### config.mk
export PLATFORM = sky130hd
export DESIGN_NAME = uart_rx
export DESIGN_NICKNAME = d
export VERILOG_FILES = /design/src/rtl/uart_rx.sv
export SDC_FILE = /design/constraint.sdc
export NUM_CORES = 1
export LEC_CHECK = 0
export ABC_CLOCK_PERIOD_IN_PS = 3100
export BUFFER_PORTS_ARGS = -buffer_cell sky130_fd_sc_hd__buf_4
export CAP_MARGIN = 20
export CORE_ASPECT_RATIO = 1.5
export CORE_UTILIZATION = 52
export DETAILED_ROUTE_END_ITERATION = 10
export GPL_ROUTABILITY_DRIVEN = 1
export GPL_TIMING_DRIVEN = 0
export PLACE_DENSITY_LB_ADDON = 0.15
export SYNTH_ARGS = -nofsm -noshare
export SYNTH_HDL_FRONTEND = slang
export SYNTH_SLANG_ARGS = --single-unit
### constraint.sdc
create_clock -name clk -period 3.1 [get_ports clk]
set_clock_uncertainty 0.2 [all_clocks]
set_input_delay 0.465 -clock clk [delete_from_list [all_inputs] [get_ports clk]]
set_output_delay 0.465 -clock clk [all_outputs]
set_load 0.02 [all_outputs]
### src/rtl/uart_rx.sv
// uart_rx: oversampling asynchronous-serial receiver.
// 8 data bits LSB first, optional even/odd parity, one stop bit.
// Each bit is majority-voted from three samples around mid-period.
//
// state  | meaning
// -------+------------------------------------------------------------
// IDLE   | line idle; a low sample is edge 0 of the start bit
// START  | confirm start bit; a high vote means glitch, back to IDLE
// DATA   | shift 8 voted bits into the frame buffer, LSB first
// PARITY | compare voted parity bit against the frame's expected parity
// STOP   | sample stop bit, publish byte or error strobes at last edge

module uart_rx (
    input  logic       clk,
    input  logic       rst,
    input  logic       RX_IN,
    input  logic [5:0] Prescale,
    input  logic       PAR_EN,
    input  logic       PAR_TYP,
    output logic [7:0] P_DATA,
    output logic       Data_valid,
    output logic       par_err,
    output logic       stp_err
);

    typedef enum logic [2:0] {
        IDLE   = 3'd0,
        START  = 3'd1,
        DATA   = 3'd2,
        PARITY = 3'd3,
        STOP   = 3'd4
    } state_t;

    state_t     state_q,      state_d;
    logic [5:0] edge_cnt_q,   edge_cnt_d;
    logic [2:0] bit_cnt_q,    bit_cnt_d;
    logic [5:0] presc_q,      presc_d;
    logic       par_en_q,     par_en_d;
    logic       par_typ_q,    par_typ_d;
    logic [1:0] smp_q,        smp_d;
    logic       bit_val_q,    bit_val_d;
    logic [7:0] shift_q,      shift_d;
    logic       frame_perr_q, frame_perr_d;
    logic [7:0] p_data_q,     p_data_d;
    logic       data_valid_q, data_valid_d;
    logic       par_err_q,    par_err_d;
    logic       stp_err_q,    stp_err_d;

    // Bit-position decode, all relative to the prescale latched for this frame.
    logic [5:0] half_p;
    logic [5:0] last_edge;
    logic       at_last;
    logic       at_smp0;
    logic       at_smp1;
    logic       at_mid;
    logic       vote;

    assign half_p    = {1'b0, presc_q[5:1]};
    assign last_edge = presc_q - 6'd1;
    assign at_last   = (edge_cnt_q == last_edge);
    assign at_smp0   = (edge_cnt_q == (half_p - 6'd2));
    assign at_smp1   = (edge_cnt_q == (half_p - 6'd1));
    assign at_mid    = (edge_cnt_q == half_p);

    // Third sample is the live line at mid-period; two of three wins.
    assign vote = (smp_q[0] & smp_q[1]) | (smp_q[0] & RX_IN) | (smp_q[1] & RX_IN);

    // Next-state, sampling and output-strobe computation.
    always_comb begin
        state_d      = state_q;
        edge_cnt_d   = edge_cnt_q;
        bit_cnt_d    = bit_cnt_q;
        presc_d      = presc_q;
        par_en_d     = par_en_q;
        par_typ_d    = par_typ_q;
        smp_d        = smp_q;
        bit_val_d    = bit_val_q;
        shift_d      = shift_q;
        frame_perr_d = frame_perr_q;
        p_data_d     = p_data_q;
        data_valid_d = 1'b0;
        par_err_d    = 1'b0;
        stp_err_d    = 1'b0;

        if (state_q == IDLE) begin
            edge_cnt_d = 6'd0;
            if (!RX_IN) begin
                // Detection cycle already counts as edge 0 of the start bit.
                state_d      = START;
                edge_cnt_d   = 6'd1;
                bit_cnt_d    = 3'd0;
                presc_d      = Prescale;
                par_en_d     = PAR_EN;
                par_typ_d    = PAR_TYP;
                frame_perr_d = 1'b0;
            end
        end else begin
            edge_cnt_d = at_last ? 6'd0 : edge_cnt_q + 6'd1;

            if (at_smp0) begin
                smp_d[0] = RX_IN;
            end
            if (at_smp1) begin
                smp_d[1] = RX_IN;
            end
            if (at_mid) begin
                bit_val_d = vote;
                if (state_q == DATA) begin
                    shift_d[bit_cnt_q] = vote;
                end
            end

            if (at_last) begin
                case (state_q)
                    START: begin
                        state_d   = bit_val_q ? IDLE : DATA;
                        bit_cnt_d = 3'd0;
                    end
                    DATA: begin
                        if (bit_cnt_q == 3'd7) begin
                            state_d = par_en_q ? PARITY : STOP;
                        end
                        bit_cnt_d = bit_cnt_q + 3'd1;
                    end
                    PARITY: begin
                        frame_perr_d = bit_val_q ^ (^shift_q) ^ par_typ_q;
                        state_d      = STOP;
                    end
                    STOP: begin
                        state_d      = IDLE;
                        stp_err_d    = ~bit_val_q;
                        par_err_d    = frame_perr_q;
                        data_valid_d = bit_val_q & ~frame_perr_q;
                        if (bit_val_q && !frame_perr_q) begin
                            p_data_d = shift_q;
                        end
                    end
                    default: begin
                        state_d = IDLE;
                    end
                endcase
            end
        end
    end

    // State and output registers; reset clears outputs immediately.
    always_ff @(posedge clk or posedge rst) begin
        if (rst) begin
            state_q      <= IDLE;
            edge_cnt_q   <= 6'd0;
            bit_cnt_q    <= 3'd0;
            presc_q      <= 6'd8;
            par_en_q     <= 1'b0;
            par_typ_q    <= 1'b0;
            smp_q        <= 2'b11;
            bit_val_q    <= 1'b1;
            shift_q      <= 8'h00;
            frame_perr_q <= 1'b0;
            p_data_q     <= 8'h00;
            data_valid_q <= 1'b0;
            par_err_q    <= 1'b0;
            stp_err_q    <= 1'b0;
        end else begin
            state_q      <= state_d;
            edge_cnt_q   <= edge_cnt_d;
            bit_cnt_q    <= bit_cnt_d;
            presc_q      <= presc_d;
            par_en_q     <= par_en_d;
            par_typ_q    <= par_typ_d;
            smp_q        <= smp_d;
            bit_val_q    <= bit_val_d;
            shift_q      <= shift_d;
            frame_perr_q <= frame_perr_d;
            p_data_q     <= p_data_d;
            data_valid_q <= data_valid_d;
            par_err_q    <= par_err_d;
            stp_err_q    <= stp_err_d;
        end
    end

    assign P_DATA     = p_data_q;
    assign Data_valid = data_valid_q;
    assign par_err    = par_err_q;
    assign stp_err    = stp_err_q;

endmodule

After elaboration in Yosys (flattened, before gate mapping)
Index checks and enable logic that the tools add are counted.
Word-level totals
  word-level logic and storage cells: 92
  bits in registers: 43
Cells by class
  reduce and logical (&&, ||, !) cells: 17
  bitwise logic cells: 12
  add/subtract/negate cells: 5
  mux-type cells: 30
  $lt $le $gt $ge: 2
  eq/ne operators: 11
Operators with widths (number)
  $mux 3: 8
  $eq 6x6->1: 3
  $mux 1: 15
  $mux 6: 2
  $reduce_and 3->1: 4
  $pmux 3 s3: 1
  $bwmux 8: 1
  $reduce_and 2->1: 4
  $reduce_xor 8->1: 1
  $add 6x1->6 const B: 1
  $eq 3x2->1 const B: 2
  $eq 3x3->1 const B: 2
  $eq 6x5->1: 1
  $pmux 3 s2: 1
  $sub 5x1->6 const B: 1
  $sub 5x2->6 const B: 1
  $sub 6x1->6 const B: 1
  $and 1x1->1: 4
  $lt 3x4->1 const B: 1
  $not 1->1: 4
  $reduce_and 4->1: 1
  $reduce_bool 2->1: 2
  $add 3x1->3 const B: 1
  $demux 1 s3: 1
  11 further kinds: 14

Depth between registers and ports, before layout
  depth in word-level cells: 6
  mapped depth: 9
  gate-level depth less buffers: 8

Least setup slack after synthesis
Ideal clock, no wire load.
  kind: register to register
  from: register presc_q[2]
  to: register p_data_q[0], in the netlist P_DATA[0]
  cell stages (with the launch flop): 9
  setup time: 0.125 ns
  period minus slack after synthesis: 2.667 ns
  path buffers: 0
  arrival: 2.343 ns
  path slack: 0.433 ns
  required time: 2.775 ns
  path through: dfrtp_1 inv_1 ha_1 nor3b_1 nand2_1 xnor2_1 nand3b_1 nor4_4 mux2_2
On the way
  longest elaborated chain between the ends: 3
RTL lines
  start: declaration: line 37  | logic [5:0] presc_q, presc_d;
  start signal: assignment: line 167  | presc_q <= presc_d;
  $sub 6x1->6: line 59  | assign last_edge = presc_q - 6'd1;
  $eq 6x6->1: line 60  | assign at_last = (edge_cnt_q == last_edge);
  $reduce_and 4->1 (no source line)
  end signal: assignment: line 174  | p_data_q <= p_data_d;
  end: declaration: line 44  | logic [7:0] p_data_q, p_data_d;
No other way between the ends.
A chain may end at the register's enable or synchronous reset.

Worst setup path after layout
  from: register presc_q[3]
  to: register p_data_q[4], in the netlist P_DATA[4]
Same word-level chain as after synthesis.

==> results.ini <==
[synthesis]
async_flop_share = 1.00
synth_warnings = 0
syn_avg_cell_area_um2 = 10.5
synth_top_area_frac = 0.402
ys_ff_latch = 43
syn_inst = 232
ys_seq_area_frac = 0.445
synth_ff_type = dfrtp_1
yosys.area.top_type = dfrtp_1
syn-num-nets = 251
ys_types = 38
synthTopCellsByArea = dfrtp_1, mux2_2, xnor2_1
synth-edff-count = 0
syn_area_mm2 = 0.00243

[cts]
cts_buffers = 5
clk_pin_slew_ns = 0.08
clock-sinks = 43
cts-root-buf = clkbuf_8
cts_tree = built
htree_levels = 2
cts_buffer_depth = 2
clk_latency_ns = 0.30

[final_layout]
multiInputGateArea_mm2 = 0.00127
regArea_mm2 = 0.00108
drive_gt1_frac = 0.274
area_growth_pct = 13.7
num_antenna_cells = 0
nFillCells = 390
post-route-util = 0.614
nets = 281

[min_path]
hp-class = in2async

[routing]
drt_iter0_drc = 80
wl_per_cell_um = 15.0
avgViaCountPerCell = 5.61
wirelength_mm = 4.65
vias = 1744
dr.pass1.iters = 7
drcViolationCount = 1
drtAntennaViolNets = 0

[critical_path]
required_ns = 3.09
timing.critical_path.from_type = register
worstPathArrival_ns = 2.90
critPathCaptureType = register
crit_path_max_fanout = 9
path_class = reg2reg
r2r_setup_slack_ns = 0.18

[global_routing]
grt_pass1_vias = 1746
globalRouteOverflowTotal = 0
grt_max_degree = 44
grt.total_usage = 0.212
grt_pass1_wl_mm = 8.02
antenna_found_initial = 0

[timing]
period_needed_ns = 2.92
drv_slew = 0
worst_slack_ns = 0.184
setup_violations = 0
tightest_slew_ns = 0.884
fmax_mhz = 343
fin_crit_sh = 0.941
hold_viol = 0
slew_headroom = 0.410

[floorplan]
core_area_mm2 = 0.00450
initial_core_util = 0.539
die_h_um = 85.7
num_rows = 30
ios = 22
fp.dieArea_mm2 = 0.00496
die_w_um = 57.8

[job]
drv_cap = 0

[pwr]
ir_drop_mv = 0.377
p_leak_uw = 0.00127
power_density_mw_per_mm2 = 858

[place]
dp_slack_ns = -0.0193
gp_congestion = 0.865
dp.final_hpwl_mm = 3.41
io_buffers = 21

[outcome]
violations = design-rule violations
status = finished with violations

==> worst max-delay path, stage by stage (launching register included) <==
cell,delay (ns)
dfstp_2,0.63
inv_1,0.09
ha_1,0.24
and3_1,0.19
nor4_4,0.33
nand3b_1,0.26
nor4_4,0.31
buf_4,0.22
mux2_2,0.34
==> per-layer routing <==
metal	part of all wire	up-vias	GRT usage
li1	-	854	-
met1	0.41	839	0.258
met2	0.53	40	0.359
met3	0.036	11	0.0392
met4	0.026	0	0.0974
met5	0	-	0
==> cell families (layout without fill, tap and decap cells) <==
kind of cell | count (synthesis) | count (layout) | share of synthesized area
AND/OR/NAND/NOR | 81 | 81 | 0.184
flip-flops | 43 | 43 | 0.445
XOR/XNOR | 30 | 30 | 0.108
multiplexers | 28 | 28 | 0.129
buffers and inverters | 21 | 52 | 0.0381
AO/OA/AOI/OAI | 20 | 20 | 0.0505
adder cells (fa/ha/maj) | 9 | 9 | 0.0453
==> cell usage after synthesis (2+ instances only) <==
library cell and number:
a21oi_1 9, and3_1 3, buf_2 2, clkbuf_1 5
dfrtp_1 39, dfstp_2 4, ha_1 8, inv_1 12
mux2_2 27, nand2_1 23, nand2b_1 4, nand3_1 11
nand4b_1 4, nor2_1 12, nor2b_1 3, nor3_1 8
nor4_1 4, nor4_4 2, nor4b_1 2, o21ai_0 3
o22ai_1 2, xnor2_1 20, xor2_1 10
==> sequential cells by signal (all words and copies together) (netlist names), 2 cells and up <==
signal and count:
P_DATA 8, presc_q 6, smp_q 2, bit_cnt_q 3, shift_q 8, state_q 3, edge_cnt_q 6
==> report_power, final <==
part	internal, uW	switching, uW
clock network	157	196
registers	706	162
logic	536	616
total	1400	973
==> repair_timing <==
action	CTS	global route
resized for setup	0	4
endpoints found under the setup margin	8	18
hold buffers	0	0
setup buffers	1	1
pin swaps	1	0
==> per-stage QoR <==
step	total power (uW)	area, um2	instances	hold slack, ns	setup TNS [ns]
floorplan	1770	2430	232	0.279	0
global placement	1990	2650	301	0.290	-0.184
detailed placement	2000	2650	301	0.297	-0.116
CTS	2370	2740	310	0.193	0
global route	2560	2760	311	0.192	-0.00743
finish	2370	2760	311	0.157	0
==> layout by cell type, fill, tap and decap left out, types with 2 or more instances in the layout <==
cell,netlist,final
clkbuf_8,0,5
mux2_2,27,27
clkinvlp_4,0,2
ha_1,8,8
nand3_1,11,11
a21oi_1,9,9
buf_2,2,2
clkbuf_1,5,4
nor3_1,8,8
dfrtp_1,39,39
nor4b_1,2,2
buf_4,1,24
o22ai_1,2,2
nand2b_1,4,4
nand2_1,23,23
nor2_1,12,12
and3_1,3,3
nand4b_1,4,4
nor4_1,4,4
inv_1,12,11
nor2b_1,3,3
o21ai_0,3,3
xnor2_1,20,20
nor4_4,2,2
dfstp_2,4,4
xor2_1,10,10
==> area by class of cell <==
class	instances	share of cell area
inverters	12	0.0163
multi-input cells	168	0.459
well taps	48	0.0217
flip-flops and latches	43	0.391
repair buffers	23	0.0625
clock inverters	3	0.00724
clock buffers	5	0.0249
plain buffers	9	0.0177
==> worst paths after layout <==
path,cells after the start,startpoint,end
min in group clk,2,Prescale[1],presc_q[1]
min reg2reg,1,P_DATA[3],P_DATA[3]
min,2,rst,P_DATA[5]
max,8,presc_q[3],P_DATA[4]
max in group asynchronous,2,rst,state_q[2]
max reg2reg,8,presc_q[3],P_DATA[4]
Power figures use the tool's default switching activity.
